**src/rtl/mem_refill_unit.sv**
```systemverilog
// Cache-line refill engine: requests a line from memory, gathers the response beats
// into a line buffer and hands the line over. `CRITICAL_WORD_FIRST_EN` fetches the missed word first.
module mem_refill_unit #(
  parameter int ADDR_WIDTH     = 32,
  parameter int WORD_WIDTH     = 32,
  parameter int WORDS_PER_LINE = 4
) (
  input  logic                                 clk,
  input  logic                                 arst_n,
  input  logic                                 i_halt,
  input  logic                                 i_initiate_mem_req,
  input  logic [ADDR_WIDTH-1:0]                i_miss_addr,
  input  logic                                 i_ready,
  output logic                                 o_mem_req_valid,
  output logic [ADDR_WIDTH-1:0]                o_mem_req_addr,
  input  logic                                 i_mem_req_ready,
  input  logic                                 i_mem_rsp_valid,
  input  logic [WORD_WIDTH-1:0]                i_mem_rsp_data,
  output logic                                 o_mem_rsp_ready,
  output logic                                 o_mem_data_received,
  output logic                                 o_valid,
  output logic [WORDS_PER_LINE*WORD_WIDTH-1:0] o_line_data,
  output logic [WORD_WIDTH-1:0]                o_missed_word
);

  localparam int OFF_W  = $clog2(WORDS_PER_LINE);
  localparam int LINE_W = WORDS_PER_LINE * WORD_WIDTH;

  localparam logic [1:0] S_IDLE = 2'd0;
  localparam logic [1:0] S_REQ  = 2'd1;
  localparam logic [1:0] S_RECV = 2'd2;
  localparam logic [1:0] S_DONE = 2'd3;

`ifdef CRITICAL_WORD_FIRST_EN
  localparam logic [ADDR_WIDTH-1:0] REQ_KEEP_MASK = ~ADDR_WIDTH'(3);
`else
  localparam logic [ADDR_WIDTH-1:0] REQ_KEEP_MASK = ~ADDR_WIDTH'((1 << (OFF_W + 2)) - 1);
`endif

  logic [1:0]            r_state;
  logic [1:0]            w_state_next;
  logic [OFF_W-1:0]      r_count;
  logic [ADDR_WIDTH-1:0] r_miss_addr;
  logic [OFF_W-1:0]      w_miss_off;
  logic [OFF_W-1:0]      w_start_off;
  logic [OFF_W-1:0]      w_slot;
  logic                  w_start;
  logic                  w_beat;
  logic [LINE_W-1:0]     w_line;

  assign w_miss_off = r_miss_addr[OFF_W+1:2];

`ifdef CRITICAL_WORD_FIRST_EN
  assign w_start_off = w_miss_off;
`else
  assign w_start_off = '0;
`endif

  // Slot index is OFF_W bits wide, so the addition wraps modulo the line length.
  assign w_slot  = w_start_off + r_count;
  assign w_start = (r_state == S_IDLE) && i_initiate_mem_req && !i_halt;
  assign w_beat  = (r_state == S_RECV) && i_mem_rsp_valid && !i_halt;

  always_comb begin
    w_state_next = r_state;
    if (!i_halt) begin
      case (r_state)
        S_IDLE: if (i_initiate_mem_req) w_state_next = S_REQ;
        S_REQ:  if (i_mem_req_ready) w_state_next = S_RECV;
        S_RECV: if (i_mem_rsp_valid && (r_count == OFF_W'(WORDS_PER_LINE - 1))) w_state_next = S_DONE;
        S_DONE: if (i_ready) w_state_next = S_IDLE;
        default: w_state_next = S_IDLE;
      endcase
    end
  end

  always_ff @(posedge clk or negedge arst_n) begin
    if (!arst_n) begin
      r_state     <= S_IDLE;
      r_count     <= '0;
      r_miss_addr <= '0;
    end else begin
      r_state <= w_state_next;
      if (w_start) begin
        r_miss_addr <= i_miss_addr;
        r_count     <= '0;
      end else if (w_beat) begin
        r_count <= r_count + 1'b1;
      end
    end
  end

  generate
    for (genvar gi = 0; gi < WORDS_PER_LINE; gi++) begin : g_slot
      logic [WORD_WIDTH-1:0] r_word;

      always_ff @(posedge clk or negedge arst_n) begin
        if (!arst_n) begin
          r_word <= '0;
        end else if (w_beat && (w_slot == OFF_W'(gi))) begin
          r_word <= i_mem_rsp_data;
        end
      end

      assign w_line[gi*WORD_WIDTH +: WORD_WIDTH] = r_word;
    end
  endgenerate

  always_comb begin
    o_missed_word = '0;
    for (int i = 0; i < WORDS_PER_LINE; i++) begin
      if (w_miss_off == OFF_W'(i)) o_missed_word = w_line[i*WORD_WIDTH +: WORD_WIDTH];
    end
  end

  assign o_line_data         = w_line;
  assign o_mem_req_valid     = (r_state == S_REQ);
  assign o_mem_req_addr      = r_miss_addr & REQ_KEEP_MASK;
  assign o_mem_rsp_ready     = (r_state == S_RECV) && !i_halt;
  assign o_mem_data_received = (r_state == S_DONE);
  assign o_valid             = (r_state == S_DONE);

endmodule

```
**config.mk**
```make
export PLATFORM = sky130hd
export DESIGN_NAME = mem_refill_unit
export DESIGN_NICKNAME = d
export VERILOG_FILES = /design/src/rtl/mem_refill_unit.sv
export SDC_FILE = /design/constraint.sdc
export NUM_CORES = 1
export LEC_CHECK = 0
export ABC_AREA = 1
export CORE_UTILIZATION = 30
export CTS_CLUSTER_DIAMETER = 150
export DETAILED_ROUTE_END_ITERATION = 10
export HOLD_SLACK_MARGIN = 0.05
export RECOVER_POWER = 50
export SLEW_MARGIN = 20
export SYNTH_ARGS = -nofsm -noshare
export SYNTH_HDL_FRONTEND = slang
export SYNTH_SLANG_ARGS = --single-unit
```
**constraint.sdc**
```tcl
create_clock -name clk -period 1.9 [get_ports clk]
set_clock_uncertainty 0.2 [all_clocks]
set_input_delay 0.57 -clock clk [delete_from_list [all_inputs] [get_ports clk]]
set_output_delay 0.57 -clock clk [all_outputs]
set_load 0.05 [all_outputs]
```
---- After elaboration in Yosys (flattened, before gate mapping) ----
Index checks and enable logic that the tools add are counted.
word-level totals
  memories kept ........................... 0
  bits of input ports ..................... 71
  register bits after elaboration ......... 164
  ROM bits ................................ 0
  RAM bits ................................ 0
  latch bits .............................. 0
operators by class
  shift-type cells ........................ 0
  add/subtract/negate cells ............... 1
  bitwise gates (word level) .............. 1
  equal/unequal tests ..................... 13
  order comparisons ....................... 0
  mux-type cells .......................... 11
  multiply operators ...................... 0
  reduce and logical (&&, ||, !) cells .... 16
  divide/modulo/power cells ............... 0
operator list
  operator             number
  $mux 32              4
  $eq 2x2->1 const B   6
  $mux 2               6
  $logic_and 1x1->1    10
  $pmux 2 s4           1
  $eq 2x1->1 const B   3
  $logic_not 2->1      3
  $reduce_and 5->1     1
  $ne 2x1->1 const B   2
  $ne 2x2->1 const B   2
  $add 2x1->2 const B  1
  $reduce_bool 2->1    1
  $logic_not 1->1      1
  $not 1->1            1

---- Longest topological paths before layout ----
Gate-level depths: netlist (run 1).
  word-level depth ........................ 5
  depth in mapped cells ................... 10
  depth with buffers taken out ............ 8

---- Worst setup path after synthesis (run 1) ----
OpenSTA, ideal clock, no wires.
  path kind ............................... flip-flop to output port
  start point ............................. register g_slot[3].r_word[0]
  end point ............................... output o_missed_word[0]
  setup slack ............................. -437 ps
  arrival time ............................ 1567 ps
  cell stages (with the launch flop) ...... 3
  path through ............................ dfrtp_1 > inv_1 > o2111ai_1
on the way
  longest elaborated chain between the ends .. 1
RTL lines
  element                 line  text
  from (decl)             95    logic [WORD_WIDTH-1:0] r_word;
  from (signal assigned)  101   r_word <= i_mem_rsp_data;
  $mux 32                 112   if (w_miss_off == OFF_W'(i)) o_missed_word = w_line[i*WORD_WIDTH +: WORD_WIDTH];
  to (decl)               23    output logic [WORD_WIDTH-1:0] o_missed_word
No other way between the ends.

---- Final worst setup path (run 1) ----
  start point ............................. register r_miss_addr[2]
  end point ............................... output o_missed_word[12]
on the way
  longest elaborated chain between the ends .. 5
RTL lines
  element                 line  text
  from (decl)             43    logic [ADDR_WIDTH-1:0] r_miss_addr;
  from (signal assigned)  85    r_miss_addr <= i_miss_addr;
  $logic_not 2->1         112
  $mux 32 (3 in a row)    112
  $mux 32 (*)             112
Every way passes the cells marked *; elsewhere a longest branch is shown, timed or not.

==> results.yml, run 1 <==
synthesis:
  synth-seq-cells: 162
  avgSynthCellArea_um2: 8.226
  synth_top_cell_area_share_pct: 53.05
  synth_warnings: 0
  synthCells: 929
  synth_area_leaders: "dfrtp_1 53%, nand2_1 19%, o21ai_0 8.7%"
  synthesis.area_mm2: 0.007642
  synth_largest_area_cell: "dfrtp_1"
  synthDistinctLibCells: 26
  ys_seq_area_share_pct: 53.05
place:
  gpl.final_weighted_congestion: 0.7892
  dpl_cell_area_mm2: 0.01287
  io_buffers: 260
  place_hpwl_um: 18180
clock_tree:
  cts-buffers-inserted: 17
  cts_tree: "built"
  cts.sinks: 162
  cts.path.max_buffers: 2
  htreeDepth: 4
  clock_latency_ps: 420
  path_clk_slew_ps: 70
  root_buffer: "clkbuf_16"
layout:
  layout_commonest_cell: "nand2_1"
  finish.instance_area_mm2: 0.01422
  final_cell_mix: "334 x nand2_1, 192 x buf_12, 151 x dfrtp_1"
  antenna_cells: 0
  fin_util_pct: 56.65
  drive_above_1_share_pct: 34.39
  area_delta_synth_final_pct: 86.13
  nNetsFinal: 1297
worst_hold_path:
  worstHoldPathType: "reg -> reg"
setup_path:
  worstPathArrival_ps: 1810
  critPathLaunchType: "register"
  cp_slowest_cell: "dfrtp_2"
  max_stage_delay_ps: 450
  crit_chain: "buf_6, nor2_4, buf_6, buf_12, nand2_2, nand4_1, buf_12"
  path_max_fanout: 5
  rr_worst_depth: 10
  path_delay_family: "buffers and inverters"
  worstSetupPathType: "reg -> out"
  setup.worst_path.start: "r_miss_addr[2]$_DFFE_PN0P_"
  crit_required_ps: 1130
  worst-path-buf-inv: 4
  critPathCapture: "o_missed_word[12]"
  worst-r2r-setup-slack_ps: -160
  r2r_end: "g_slot[1].r_word[4]$_DFFE_PN0P_"
  critical_path_cell_count: 7
  end_kind: "output pin"
  r2r_start: "r_state[1]$_DFFE_PN0P_"
timing:
  tightest_slew_ps: 845.6
  finalSetupViolations: 134
  setup_ws_ps: -677.3
  rsz0062_at_grt: "yes"
  post-route-min-period_ps: 2577
  finalHoldViolCount: 0
  max_slew_margin_pct: 43.63
  period_share_pct: 135.6
  fmax_mhz: 388.0
  slew_viol_final: 0
drt:
  viasPerCell: 4.751
  vias: 7411
  drt-initial-drc-count: 474
  dr.pass1.iters: 5
  ant_nets: 0
  drc: 0
  drt-total-wl_um: 30430
  wire_per_inst_um: 19.51
global_route:
  grt_use_total_pct: 20.85
  grt_overflow: 0
  antenna_found_initial: 1
  grt_max_degree: 46
  grt_pass1_wl_um: 41120
  first_global_vias: 7099
floorplanning:
  die-area_mm2: 0.02612
  num_io_pins: 267
  die_w_um: 161.6
  start_util_pct: 30.44
  num_rows: 58
  core_region_area_mm2: 0.02511
  die_height_um: 161.6
run_status:
  status: "finished with violations"
  violations: "setup timing"
run:
  maxCapViolations: 0
==> Yosys cell counts (all sizes together) <==
| library cell | n |
|---|---|
| nand4 | 21 |
| o2111ai | 11 |
| dfrtp | 162 |
| nand2 | 383 |
| nor2 | 10 |
| nor3 | 1 |
| ha | 9 |
| nand3 | 6 |
| or2 | 1 |
| buf | 63 |
| a21oi | 3 |
| inv | 77 |
| conb | 1 |
| clkbuf | 23 |
| o21ai | 158 |
==> worst reg2reg max path, delay by kind of cell, from the launching register on <==
kind | cells | cell delay (ps)
compound gates | 1 | 110
buf+inv | 5 | 630
simple gates | 3 | 300
fa+ha+maj | 1 | 260
flops | 1 | 430
==> per-stage QoR <==
stage	cells	worst slack, ps	setup TNS (ps)	hold slack, ps
after floorplan	932	-137.1	-3311	74.41
after global placement	1483	-323.3	-46240	275.0
after detailed placement	1483	-316.2	-48570	275.2
after CTS	1527	-682.3	-24610	350.6
after global routing	1560	-757.5	-49880	309.3
final	1560	-677.3	-33360	286.4
==> flip-flops by register name, summed over array words and instances (netlist names) <==
signal and count:
g_slot.r_word 128, r_state 2, r_count 2, r_miss_addr 30
==> timing repair <==
action | in CTS | in global routing
resized for setup | 32 | 109
setup buffers | 10 | 15
hold buffers | 1 | 0
gates cloned | 1 | 23
pin swaps | 15 | 26
setup endpoints to repair | 36 | 136
endpoints found under the hold margin | 21 | 0
==> how the worst min path moves through the flow <==
stage	cells past startpoint	start	endpoint	slack (ps)
finish	2	r_miss_addr[18]$_DFFE_PN0P_	r_miss_addr[18]$_DFFE_PN0P_	290
CTS	2	r_miss_addr[10]$_DFFE_PN0P_	r_miss_addr[10]$_DFFE_PN0P_	350
global route	2	r_miss_addr[30]$_DFFE_PN0P_	r_miss_addr[30]$_DFFE_PN0P_	310
detailed placement	1	arst_n	g_slot[3].r_word[5]$_DFFE_PN0P_	280
floorplan	0	arst_n	g_slot[0].r_word[0]$_DFFE_PN0P_	70
global placement	1	arst_n	g_slot[3].r_word[5]$_DFFE_PN0P_	280
==> cells by family (layout without fill, tap and decap cells) <==
group                      count (synthesis)  count (layout)  synth area share [%]
AOI/OAI and AO/OA                        172             172                 11.80
adders and majority gates                  9               9                 1.474
buffers and inverters                    163             459                 11.02
DFF                                      162             162                 53.05
other                                      1               4               0.04907
and+or+nand+nor                          422             424                 22.61
==> routing by layer <==
layer  GRT usage, %  vias to the layer above  wire, µm
li1               -                     3489         -
met4          7.976                        2       752
met5              0                        -        10
met1          26.24                     3590     12930
met2          34.23                      289     14760
met3          5.367                       41      1982
==> layout make-up <==
cell class | instances | area (µm²)
clock inverter | 11 | 106.4
fill | 2160 | 10880
timing repair buffer | 350 | 5604
sequential | 162 | 4068
inverter | 77 | 294.0
clock buffer | 21 | 450.4
tap | 330 | 412.9
multi-input combinational | 609 | 3289
Power of run 1 is not shown: default switching activity piles up to over one toggle a cycle in this logic, so the estimate is an artifact.
==> inputs of run 2 (changes only) <==
--- a/config.mk
+++ b/config.mk
@@ -11,6 +11,7 @@
 export DETAILED_ROUTE_END_ITERATION = 10
 export HOLD_SLACK_MARGIN = 0.05
 export RECOVER_POWER = 50
+export SKIP_CTS_REPAIR_TIMING = 1
 export SLEW_MARGIN = 20
 export SYNTH_ARGS = -nofsm -noshare
 export SYNTH_HDL_FRONTEND = slang
==> run 2 against run 1 <==
- the flow still finishes with violations (setup timing)
- global-route usage fell by 0.33 points
- core utilization is 0.37 points lower
- critical endpoint unchanged
- final cell count is 1.4% lower
- worst hold slack gained 61 ps
- register-to-register slack improved by 70 ps
- final area is 0.65% lower
- first-iteration DRC count decreased by 1.9%
- worst setup slack improved by 51 ps
- maximum frequency rose by 2.0%
- critical path depth is the same
==> results.yml, run 2 (synthesis results as in run 1) <==
layout:
  top_register: "g_slot.r_word"
  fin_util_pct: 56.28
  final_cell_mix: "354 x nand2_1, 213 x buf_12, 149 x dfrtp_1"
  final_cells: 1538
  drive_above_1_share_pct: 32.04
  layout_commonest_cell: "nand2_1"
  largest_reg_flops: 128
  area_delta_synth_final_pct: 84.92
  antenna_cells: 0
  nNetsFinal: 1275
  largest_registers: "g_slot.r_word x128, r_miss_addr x30"
drt:
  wire_per_inst_um: 18.55
  ant_nets: 0
  drt-total-wl_um: 28520
  drt-initial-drc-count: 465
  dr.pass1.iters: 5
  vias: 7205
  drc: 0
  viasPerCell: 4.685
setup_path:
  worstSetupPathType: "reg -> out"
  rr_worst_depth: 10
  r2r_end: "g_slot[0].r_word[4]$_DFFE_PN0P_"
  worstPathArrival_ps: 1760
  end_kind: "output pin"
  r2r_start: "r_state[0]$_DFFE_PN0P_"
  crit_required_ps: 1130
  critPathLaunchType: "register"
  worst-r2r-setup-slack_ps: -90
  path_max_fanout: 8
floorplanning:
  die_w_um: 161.6
  num_rows: 58
  num_io_pins: 267
  start_util_pct: 30.44
  die_height_um: 161.6
  die-area_mm2: 0.02612
  core_region_area_mm2: 0.02511
place:
  place_ws_ps: -316.2
  gpl.final_weighted_congestion: 0.7892
  io_buffers: 260
  placed_cells_incl_taps: 1483
  place_hpwl_um: 18180
run_status:
  violations: "setup timing"
  status: "finished with violations"
timing:
  finalHoldViolCount: 0
  finalSetupViolations: 112
  setup_tns_ps: -23390
  tightest_slew_ps: 861.6
  fmax_mhz: 395.8
  period_share_pct: 133.0
  slew_viol_final: 0
  rsz0062_at_grt: "yes"
  setup_ws_ps: -626.8
  post-route-min-period_ps: 2527
  max_slew_margin_pct: 42.56
global_route:
  antenna_found_initial: 1
  grt_max_degree: 46
  grt_use_total_pct: 20.51
  grt_overflow: 0
  first_global_vias: 7008
  grt_pass1_wl_um: 40520
run:
  maxCapViolations: 0
clock_tree:
  root_buffer: "clkbuf_16"
  cts_tree: "built"
  path_clk_slew_ps: 70
  cts.sinks: 162
  clock_latency_ps: 420
  htreeDepth: 4
  cts.path.max_buffers: 2
  cts-buffers-inserted: 17
worst_hold_path:
  hold_end: "r_miss_addr[9]$_DFFE_PN0P_"
  worstHoldPathType: "reg -> reg"
  hold_path_depth: 2
  hp-start: "r_miss_addr[9]$_DFFE_PN0P_"
[run 2: worst max path at each step]
stage / startpoint / to / slack (ps) / depth (start not counted)
after floorplan: r_miss_addr[3]$_DFFE_PN0P_ / o_missed_word[16] / -140 / 5
after global placement: i_halt / g_slot[2].r_word[8]$_DFFE_PN0P_ / -320 / 6
after detailed placement: i_halt / g_slot[0].r_word[1]$_DFFE_PN0P_ / -320 / 6
after CTS: r_miss_addr[2]$_DFFE_PN0P_ / o_missed_word[20] / -720 / 6
after global routing: r_miss_addr[3]$_DFFE_PN0P_ / o_missed_word[12] / -700 / 7
final: r_miss_addr[3]$_DFFE_PN0P_ / o_missed_word[12] / -630 / 7
[run 2: layout make-up]
type,instances,area (µm²)
clock buffer,21,450.4
clock inverter,11,106.4
fill,2185,10980
inverter,77,294.0
multi-input combinational,608,3198
sequential,162,4070
tap,330,412.9
timing repair buffer,329,5600
[run 2: through the flow]
stage          hold slack, ps  cell area (µm²)
4_1_cts                -192.0            13430
2_1_floorplan           74.41             7974
6_report                347.5            14130
3_5_place_dp            275.2            12870
5_1_grt                 369.8            14130
3_3_place_gp            275.0            12870
[run 2: layer usage]
layer | routed length [µm] | GRT usage (%)
met1 | 12140 | 25.71
met2 | 13830 | 33.72
met3 | 1884 | 5.496
met4 | 651 | 7.676
met5 | 10 | 0
[run 2: critical path: stages (launching register included)]
cell	delay [ps]
dfrtp_2	450
buf_6	130
nor2_4	100
buf_12	140
buf_12	150
nand2_2	60
nand4_1	130
buf_12	160
Power of run 2 is left out for the same reason.
